### config.mk
export PLATFORM = sky130hd
export DESIGN_NAME = out_spike_aer
export DESIGN_NICKNAME = d
export VERILOG_FILES = /design/src/rtl/out_spike_aer.sv
export SDC_FILE = /design/constraint.sdc
export NUM_CORES = 1
export LEC_CHECK = 0
export CORE_AREA = 4 4 426 428
export CTS_BUF_LIST = sky130_fd_sc_hd__clkbuf_8
export CTS_CLUSTER_DIAMETER = 200
export DETAILED_ROUTE_END_ITERATION = 8
export DIE_AREA = 0 0 430 432
export PLACE_DENSITY = 0.41
export REMOVE_ABC_BUFFERS = 1
export SLEW_MARGIN = 10
export SYNTH_ARGS = -nofsm -noshare
export SYNTH_HDL_FRONTEND = slang
export SYNTH_SLANG_ARGS = --single-unit
### constraint.sdc
create_clock -name CLK -period 7 [get_ports CLK]
set_input_delay 1.75 -clock CLK [delete_from_list [all_inputs] [get_ports CLK]]
set_output_delay 1.75 -clock CLK [all_outputs]
set_load 0.01 [all_outputs]
### src/rtl/out_spike_aer.sv
// Collects per-group spike words into a full spike vector and a per-timestep spike count.
// Define OUT_SPIKE_AER_EN to build the AER group FIFO and one-address-per-handshake serializer.
module out_spike_aer #(
  parameter int GROUP_W    = 16,
  parameter int N_GROUPS   = 64,
  parameter int ADDR_W     = 8,
  parameter int FIFO_DEPTH = 16,
  parameter int ACC_MODE   = 0,
  parameter int CNT_W      = 16
) (
  input  logic                              CLK,
  input  logic                              RST_sync,
  input  logic [GROUP_W-1:0]                LIF_neuron_event_out,
  input  logic                              CTRL_PIPLINE_START,
  input  logic [ADDR_W-1:0]                 CTRL_NEURMEM_ADDR,
  input  logic                              CTRL_TIMESTEP_END,
  output logic [GROUP_W*N_GROUPS-1:0]       Neuron_Out_Spike,
  output logic [CNT_W-1:0]                  Spike_Count_Last,
  output logic [ADDR_W+$clog2(GROUP_W)-1:0] AER_OUT_ADDR,
  output logic                              AER_OUT_VALID,
  input  logic                              AER_OUT_READY,
  output logic                              AER_OVERFLOW
);
  localparam int AW    = ADDR_W + $clog2(GROUP_W);
  localparam int BI_W  = $clog2(GROUP_W);
  localparam int POP_W = $clog2(GROUP_W + 1);

  logic             accept;
  logic [POP_W-1:0] pop_cnt;
  logic [CNT_W:0]   cnt_sum;
  logic [CNT_W-1:0] cnt_sat;
  logic [CNT_W-1:0] run_cnt;

  always_comb begin
    accept  = CTRL_PIPLINE_START && (32'(CTRL_NEURMEM_ADDR) < N_GROUPS);
    pop_cnt = accept ? POP_W'($countones(LIF_neuron_event_out)) : '0;
    // One extra carry bit detects wrap so the running total pins at all-ones.
    cnt_sum = {1'b0, run_cnt} + (CNT_W+1)'(pop_cnt);
    cnt_sat = cnt_sum[CNT_W] ? '1 : cnt_sum[CNT_W-1:0];
  end

  always_ff @(posedge CLK) begin
    if (RST_sync) begin
      Neuron_Out_Spike <= '0;
      run_cnt          <= '0;
      Spike_Count_Last <= '0;
    end else begin
      for (int g = 0; g < N_GROUPS; g++) begin
        if (ACC_MODE == 0)
          Neuron_Out_Spike[g*GROUP_W +: GROUP_W] <=
            (accept && (32'(CTRL_NEURMEM_ADDR) == g)) ? LIF_neuron_event_out : '0;
        else if (CTRL_TIMESTEP_END)
          Neuron_Out_Spike[g*GROUP_W +: GROUP_W] <= '0;
        else if (accept && (32'(CTRL_NEURMEM_ADDR) == g))
          Neuron_Out_Spike[g*GROUP_W +: GROUP_W] <=
            Neuron_Out_Spike[g*GROUP_W +: GROUP_W] | LIF_neuron_event_out;
      end
      if (CTRL_TIMESTEP_END) begin
        Spike_Count_Last <= cnt_sat;
        run_cnt          <= '0;
      end else begin
        run_cnt <= cnt_sat;
      end
    end
  end

`ifdef OUT_SPIKE_AER_EN
  localparam int             PTR_W   = $clog2(FIFO_DEPTH);
  localparam logic [PTR_W:0] PTR_ONE = (PTR_W+1)'(1);

  logic [ADDR_W-1:0]  fifo_g    [FIFO_DEPTH];
  logic [GROUP_W-1:0] fifo_word [FIFO_DEPTH];
  logic [PTR_W:0]     wr_ptr, rd_ptr;
  logic [GROUP_W-1:0] done_mask, pending, low_bit;
  logic [BI_W-1:0]    bit_idx;
  logic               empty, full, fire, pop, push_req, push_ok;

  always_comb begin
    empty   = (wr_ptr == rd_ptr);
    full    = ((wr_ptr - rd_ptr) == (PTR_W+1)'(FIFO_DEPTH));
    // The head entry stays in the FIFO while serialized; done_mask records emitted bits.
    pending = fifo_word[rd_ptr[PTR_W-1:0]] & ~done_mask;
    bit_idx = '0;
    for (int b = GROUP_W - 1; b >= 0; b--)
      if (pending[b]) bit_idx = BI_W'(b);
    low_bit       = GROUP_W'(1) << bit_idx;
    AER_OUT_VALID = !empty && (pending != '0);
    AER_OUT_ADDR  = AW'(fifo_g[rd_ptr[PTR_W-1:0]]) * AW'(GROUP_W) + AW'(bit_idx);
    fire          = AER_OUT_VALID && AER_OUT_READY;
    pop           = fire && ((pending & ~low_bit) == '0);
    push_req      = accept && (LIF_neuron_event_out != '0);
    push_ok       = push_req && (!full || pop);
  end

  // NOTE: FIFO storage is deliberately not reset; the pointers alone decide which entries are live.
  always_ff @(posedge CLK) begin
    if (push_ok) begin
      fifo_g[wr_ptr[PTR_W-1:0]]    <= CTRL_NEURMEM_ADDR;
      fifo_word[wr_ptr[PTR_W-1:0]] <= LIF_neuron_event_out;
    end
  end

  always_ff @(posedge CLK) begin
    if (RST_sync) begin
      wr_ptr       <= '0;
      rd_ptr       <= '0;
      done_mask    <= '0;
      AER_OVERFLOW <= 1'b0;
    end else begin
      if (push_ok)
        wr_ptr <= wr_ptr + PTR_ONE;
      else if (push_req)
        AER_OVERFLOW <= 1'b1;
      if (pop) begin
        rd_ptr    <= rd_ptr + PTR_ONE;
        done_mask <= '0;
      end else if (fire) begin
        done_mask <= done_mask | low_bit;
      end
    end
  end
`else
  localparam int unused_fifo_depth = FIFO_DEPTH;
  logic unused_ready;

  assign unused_ready  = AER_OUT_READY;
  assign AER_OUT_VALID = 1'b0;
  assign AER_OUT_ADDR  = '0;
  assign AER_OVERFLOW  = 1'b0;
`endif

endmodule

# After elaboration in Yosys (flattened, before gate mapping)
# Cells that the tools add are included.
[classes]
addsub = 16
n_lt_le_gt_ge = 1
n_eq_ne = 63
mux = 2
bitwise = 64
n_reduce_logical = 131
[op_table]
columns = ["op", "count"]
rows = [
  ["$eq 8x6->1 const B", 32],
  ["$reduce_or 2->1", 65],
  ["$eq 8x5->1 const B", 16],
  ["$logic_and 1x1->1", 65],
  ["$eq 8x4->1 const B", 8],
  ["$not 1->1", 64],
  ["$eq 8x3->1 const B", 4],
  ["$add 16x5->17", 1],
  ["$add 1x1->2", 8],
  ["$eq 8x2->1 const B", 2],
  ["$mux 16", 1],
  ["$add 2x2->3", 4],
  ["$add 3x3->4", 2],
  ["$eq 8x1->1 const B", 1],
  ["$logic_not 8->1", 1],
  ["$lt 8x7->1 const B", 1],
  ["$add 4x4->5", 1],
  ["$mux 5", 1],
]
[totals]
reg_bits = 1056
inputBits = 29
out_inout_bits = 1054
elab_cells = 343

# Logic depth before layout (Yosys ltp)
# Gate-level depths: netlist (run 1).
[depth]
depth_word = 7
ltp_mapped = 21
depth_no_buf = 19

# Worst setup path after synthesis (run 1)
# No wires, ideal clock.
[synth_path]
path_type = "input -> register"
start = "input LIF_neuron_event_out[1]"
end = "register Spike_Count_Last[13]"
setup_time_ns = 0.086
arrival_time_ns = 6.662
required_time_ns = 6.914
slack_ns = 0.252
cell_stages = 16
path_buffers = 1
cell_sequence = "inv_2 -> buf_1 -> fa_1 -> fa_1 -> fa_1 -> fa_1 -> inv_1 -> ha_1 -> fa_1 -> nand3_1 -> fa_1 -> nor2b_1 -> o2111ai_1 -> a211oi_2 -> nor2_1 -> a211oi_1"
[synth_between]
elab_chain_len = 7
[synth_lines]
columns = ["item", "line_no", "text"]
rows = [
  ["start, declared", "13", "input logic [GROUP_W-1:0] LIF_neuron_event_out,"],
  ["$add 1x1->2 (not written as such)", "36", "pop_cnt = accept ? POP_W'($countones(LIF_neuron_event_out)) : '0;"],
  ["$add 2x2->3 (not written as such)", "36", ""],
  ["$add 3x3->4 (not written as such)", "36", ""],
  ["$add 4x4->5 (not written as such)", "36", ""],
  ["$mux 5", "36", ""],
  ["$add 16x5->17", "38", "cnt_sum = {1'b0, run_cnt} + (CNT_W+1)'(pop_cnt);"],
  ["$mux 16", "39", "cnt_sat = cnt_sum[CNT_W] ? '1 : cnt_sum[CNT_W-1:0];"],
  ["end signal, assigned", "59", "Spike_Count_Last <= cnt_sat;"],
  ["end, declared", "18", "output logic [CNT_W-1:0] Spike_Count_Last,"],
]
# Every way passes these cells.
# A chain may end at the register's enable or synchronous reset.

# Worst setup path after layout (run 1)
[layout_path]
start = "input LIF_neuron_event_out[0]"
end = "register Spike_Count_Last[14]"
# Same word-level chain as after synthesis.

==> flow_summary.ini, run 1 <==
[timing]
finalMaxSlewViolations = 0
setup_ws_ns = 0.5853
rsz0062_at_grt = no
post-route-min-period_ns = 6.415
max_clock_freq_mhz = 155.9
setup_violations = 0
post-route-period-util_pct = 91.64
fin_worst_skew_ns = 0.01334
tightest_slew_ns = 1.113
finalHoldViolations = 0
max-slew-margin-rel_pct = 25.83

[die]
core_area_um2 = 177800
dieArea_um2 = 185800
die-height_um = 432
row_count = 155
boundaryPins = 1083
die_w_um = 430
start_util_pct = 16.77

[placement]
routabilityCongestion = 0.7478
pre_cts_ws_ns = -0.3870
dp_hpwl_um = 95550
placedInstanceArea_um2 = 43030
port_buffers = 1067

[setup_path]
worstSetupPathType = in2reg
max_stage_delay_ns = 0.62
critPathArrivalTime_ns = 7.18
path_delay_family = adder cells
cp_slowest_cell = clkdlybuf4s50_1
crit_chain = clkdlybuf4s50_1 -> clkinv_2 -> fa_1 -> fa_1 -> fa_1 -> fa_1 -> inv_1 -> ha_1 -> fa_1 -> nand3_1 -> fa_1 -> nor2b_1 -> o2111ai_1 -> buf_4 -> a21oi_1 -> nor4bb_1 -> o41ai_1
ff2ff_setup_slack_ns = 4.55
worst-path-max-fanout = 5
end_kind = flop
cp.required_ns = 7.76
path_buf_inv = 4
start_kind = input pin
crit_top_cell = fa_1

[finish]
syn2layout_area_growth_pct = 57.29
drive_gt1_share_pct = 14.43
fin_util_pct = 26.38
fin_area_um2 = 46910
fin_nets = 3697
n_fill_cell = 18912

[detailed_routing]
drc = 0
first_pass_iters = 5
vias = 23549
ant_nets = 0
routedWlPerCell_um = 24.08
viasPerCell = 3.824
wl_um = 148300
drtIter0Drc = 1131

[global_route]
grt_max_degree = 123
gr-usage-all-layers_pct = 15.24
grt_pass1_wl_um = 199000
grt_pass1_vias = 23462
gr-total-overflow = 0
antenna_found_initial = 14

[clock_tree]
postCtsSetupBuffers = 0
clock-root-buffer = clkbuf_8
htree_levels = 4
cts.sinks = 1056
numCtsBuffers = 186
cts_resized = 0
postCtsHoldBufs = 0
clock_latency_ns = 0.91
ctsLongestPathBuffers = 3
cts_tree = yes
path_clk_slew_ns = 0.05

[power_and_ir_drop]
ir_worst_vdd_v = 0.0001752
finalPower_uw = 12410
powerDensity_nw_per_um2 = 264.5
p_leak_uw = 0.01569

[yosys]
yosys_most_used_dff = dfxtp_1
ys_seq_area_share_pct = 70.88
synth_edf_count = 0
async_flop_share_pct = 0
netlist_area_um2 = 29820
syn_area_per_cell_um2 = 11.38
ys_ff_latch = 1056
yosys_warnings = 0
synth_cell_type_count = 51
syn_inst = 2620

[hold_path]
hold_class = reg2reg

[status]
status = finished, final reports clean

[job]
max_cap_viol_count = 0
==> flip-flops by register name, indices dropped and copies added (netlist names) <==
name	cells
run_cnt	16
Neuron_Out_Spike	1024
Spike_Count_Last	16
==> worst paths after layout <==
path | from | endpoint | cells after the start
max | LIF_neuron_event_out[0] | Spike_Count_Last[14] | 17
max reg2reg | run_cnt[0] | Spike_Count_Last[14] | 9
min reg2reg | Spike_Count_Last[7] | Spike_Count_Last[7] | 2
min | Spike_Count_Last[7] | Spike_Count_Last[7] | 2
==> worst register-to-register path, delay by kind of cell, from the launching register on <==
family	cells	cell delay, ns
AO/OA/AOI/OAI	3	0.55
adder cells (fa/ha/maj)	2	0.55
flip-flops	1	0.32
buffers and inverters	2	0.26
AND/OR/NAND/NOR	2	0.64
==> cell families after synthesis <==
logic type / share of synthesized area [%]
other: 0.01257
adders and majority gates: 1.158
buffers and inverters: 5.206
AOI/OAI and AO/OA: 1.263
DFF: 70.88
xor gates and xnor gates: 0.2936
and+or+nand+nor: 21.19
==> power breakdown <==
group,leakage (µW),switching (µW),internal [µW]
Sequential,0.00850,5.54,6020
Combinational,0.00500,378,122
Clock,0.00219,2710,3180
Total,0.0157,3090,9320
==> stage by stage <==
| step | std cells | setup TNS, ns | hold WS [ns] |
|---|---|---|---|
| 6_report | 6158 | 0 | 0.4959 |
| 5_1_grt | 6154 | 0 | 0.5130 |
| 4_1_cts | 6147 | 0 | 0.4989 |
| 3_5_place_dp | 5814 | -7.365 | 0.4835 |
| 3_3_place_gp | 5814 | -7.245 | 0.4897 |
| 2_1_floorplan | 2302 | -473.70 | 0.4699 |
==> synthesized netlist by cell type, drive strengths merged, types with 2 or more instances <==
cell / number / share of area [%]
clkbuf: 267 / 3.4
o21ai: 4 / 0.067
dfxtp: 1056 / 71
nand2b: 2 / 0.067
nor4: 3 / 0.084
nand2: 17 / 0.21
and2: 16 / 0.34
a211oi: 11 / 0.29
inv: 31 / 0.39
nor2: 33 / 0.42
xnor2: 6 / 0.18
xor2: 4 / 0.12
nor2b: 5 / 0.10
a311oi: 3 / 0.088
o311a: 3 / 0.10
fa: 11 / 0.74
nand3: 15 / 0.25
a21o: 3 / 0.076
nor3: 1010 / 19
nand4: 3 / 0.063
or3: 3 / 0.063
o2111ai: 3 / 0.088
buf: 64 / 1.4
a31oi: 3 / 0.063
ha: 10 / 0.42
o211ai: 2 / 0.050
a21oi: 14 / 0.23
and3: 3 / 0.063
==> placed cells by master, fill, tap and decap left out, types with 6 or more instances in the layout <==
cell type / Yosys / final
buf_4: 14 / 83
clkbuf_8: 0 / 238
nor3_2: 144 / 144
nand2_1: 17 / 9
clkinvlp_4: 0 / 8
clkinv_2: 0 / 23
a21oi_1: 14 / 14
diode_2: 0 / 11
conb_1: 1 / 14
a211oi_1: 10 / 10
dfxtp_1: 1056 / 1056
ha_1: 10 / 10
nor2_1: 33 / 33
buf_12: 0 / 7
and2_1: 16 / 16
inv_1: 15 / 76
nor3_1: 866 / 866
fa_1: 11 / 11
clkdlybuf4s50_1: 0 / 1067
nand3_4: 0 / 10
xnor2_1: 6 / 6
==> metal layers <==
metal	vias up	wire length, µm	global-route usage [%]
met5	-	0	0
met4	0	7137	7.771
met3	283	8538	4.310
met2	809	77380	27.67
met1	11502	55260	16.05
li1	10955	-	-
==> layout make-up <==
cell class	count	area (µm²)	share of cell area [%]
Tap cell	2355	2947	6.281
Clock inverter	95	576.8	1.230
Clock buffer	238	3276	6.983
Multi-Input combinational cell	1214	7366	15.70
Antenna cell	11	27.53	0.05868
Inverter	32	135.1	0.2881
Sequential cell	1056	21140	45.06
Timing Repair Buffer	1157	11440	24.39
(Power assumes the default switching activity.)
==> run 2, diff against run 1 <==
CORE_AREA = 2 2 424 426   (was 4 4 426 428)
DIE_AREA = 0 0 426 428   (was 0 0 430 432)
SLEW_MARGIN = 20   (was 10)
==> run 2 against run 1 <==
  * First-iteration DRC count up 6.3%
  * Largest cell class unchanged
  * Power is 2.2% lower
  * Cell area fell by 0.40%
  * Combinational power shrank 1%
  * Sequential power is essentially flat
  * Clock skew decreased by 0.0089 ns
  * Clock power fell by 4.4%
==> flow_summary.ini, run 2 (synthesized netlist as in run 1, its figures left out) <==
[placement]
placedInstanceArea_um2 = 43030
port_buffers = 1067
routabilityCongestion = 0.7464
dp_hpwl_um = 92460
dp.cells = 5816

[die]
row_count = 155
boundaryPins = 1083
core_area_um2 = 177600
start_util_pct = 16.79
die-height_um = 428
dieArea_um2 = 182300
die_w_um = 426

[power_and_ir_drop]
p_leak_uw = 0.01566
powerDensity_nw_per_um2 = 259.8
ir_worst_vdd_v = 0.0001688

[detailed_routing]
routedWlPerCell_um = 23.20
drc = 0
drtIter0Drc = 1202
vias = 23468
wl_um = 142600
viasPerCell = 3.818
first_pass_iters = 5
ant_nets = 0

[clock_tree]
numCtsBuffers = 185
htree_levels = 4
cts_tree = yes
clock-root-buffer = clkbuf_8
path_clk_slew_ns = 0.06
cts.sinks = 1056
ctsLongestPathBuffers = 3
postCtsHoldBufs = 0
clock_latency_ns = 0.90
postCtsSetupBuffers = 0
cts_resized = 0

[finish]
largest_reg_flops = 1024
drive_gt1_share_pct = 13.83
largest_register = Neuron_Out_Spike
final_cell_mix = clkdlybuf4s50_1, dfxtp_1, nor3_1, clkbuf_8, nor3_2
syn2layout_area_growth_pct = 56.66
final_common_cell = clkdlybuf4s50_1
fin_area_um2 = 46720
stdcell_count = 6146
largestRegisters = Neuron_Out_Spike (1024), Spike_Count_Last (16), run_cnt (16)
fin_nets = 3699

[job]
max_cap_viol_count = 0

[timing]
setup_violations = 0
tightest_slew_ns = 1.193
finalMaxSlewViolations = 0
post-route-period-util_pct = 89.26
fin_worst_skew_ns = 0.004493
rsz0062_at_grt = no
max-slew-margin-rel_pct = 20.46
max_clock_freq_mhz = 160.0
finalHoldViolations = 0
post-route-min-period_ns = 6.249

[setup_path]
cp.required_ns = 7.77
critPathArrivalTime_ns = 7.02
end_kind = flop
worstSetupPathType = in2reg
rr_endpoint = run_cnt[14]
ff2ff_setup_slack_ns = 4.58
crit-reg2reg-launch = run_cnt[0]
reg2reg_depth = 9
worst-path-max-fanout = 4
start_kind = input pin
crit_end = run_cnt[14]
crit_start = LIF_neuron_event_out[0]

[global_route]
gr-usage-all-layers_pct = 15.13
grt_max_degree = 129
grt_pass1_vias = 23038
antenna_found_initial = 14
gr-total-overflow = 0
grt_pass1_wl_um = 194900

[status]
status = finished, final reports clean

[hold_path]
hold_class = reg2reg
## run 2: cell count changes in the layout (fill, tap and decap cells not counted), moves of 3 or more
cell and delta:
inv_1 +15, clkinv_2 -10, buf_4 +3, clkinvlp_4 -4, clkbuf_8 -18, diode_2 -3
## run 2: layer usage
layer	up-vias	share of wire, %	global-route usage [%]
li1	10950	-	-
met1	11487	38	16.53
met2	787	52	26.85
met3	244	5.6	4.079
met4	0	4.2	7.310
met5	-	0	0
## run 2: stage by stage
| step | total power [µW] | setup TNS (ns) | utilization [%] | hold slack (ns) | worst slack, ns |
|---|---|---|---|---|---|
| after global placement | 6671 | -2.053 | 24.22 | 0.4848 | -0.1667 |
| after CTS | 12340 | 0 | 26.27 | 0.4953 | 0.8452 |
| after detailed placement | 6668 | -1.343 | 24.22 | 0.4830 | -0.1719 |
| after global routing | 12640 | 0 | 26.30 | 0.5089 | 0.6297 |
| after floorplan | 6392 | -473.70 | - | 0.4699 | -1.429 |
| final | 12140 | 0 | 26.30 | 0.4895 | 0.7515 |
## run 2: how the worst min path moves through the flow
stage | from | to | slack (ns) | cells past startpoint
after global placement | Spike_Count_Last[0] | Spike_Count_Last[0] | 0.48 | 2
after detailed placement | Spike_Count_Last[13] | Spike_Count_Last[13] | 0.48 | 2
after global routing | Spike_Count_Last[0] | Spike_Count_Last[0] | 0.51 | 2
after CTS | Spike_Count_Last[0] | Spike_Count_Last[0] | 0.50 | 2
after floorplan | run_cnt[15] | run_cnt[13] | 0.47 | 2
final | Spike_Count_Last[13] | Spike_Count_Last[13] | 0.49 | 2
## run 2: report_power, final
group          total, µW  internal (µW)  switching (µW)
registers           6030           6020            6.20
logic                494            123             371
clock network       5620           3000            2620
total              12100           9140            2990
## run 2: worst max-delay path, cell delays in order
cell,delay [ns]
clkdlybuf4s50_1,0.50
clkinv_2,0.11
fa_1,0.57
fa_1,0.45
fa_1,0.51
fa_1,0.50
inv_1,0.04
ha_1,0.20
fa_1,0.49
nand3_1,0.11
fa_1,0.44
nor2b_1,0.17
o2111ai_1,0.17
buf_4,0.19
a21oi_1,0.26
nor4bb_1,0.46
nor3_1,0.10
## run 2: layout make-up
type | instances | area [µm²]
antenna | 8 | 20.02
clock buffer | 220 | 3028
clock inverter | 101 | 616.8
fill | 18926 | 130900
inverter | 32 | 136.4
multi-input combinational | 1214 | 7371
sequential | 1056 | 21140
tap | 2355 | 2947
timing repair buffer | 1160 | 11460
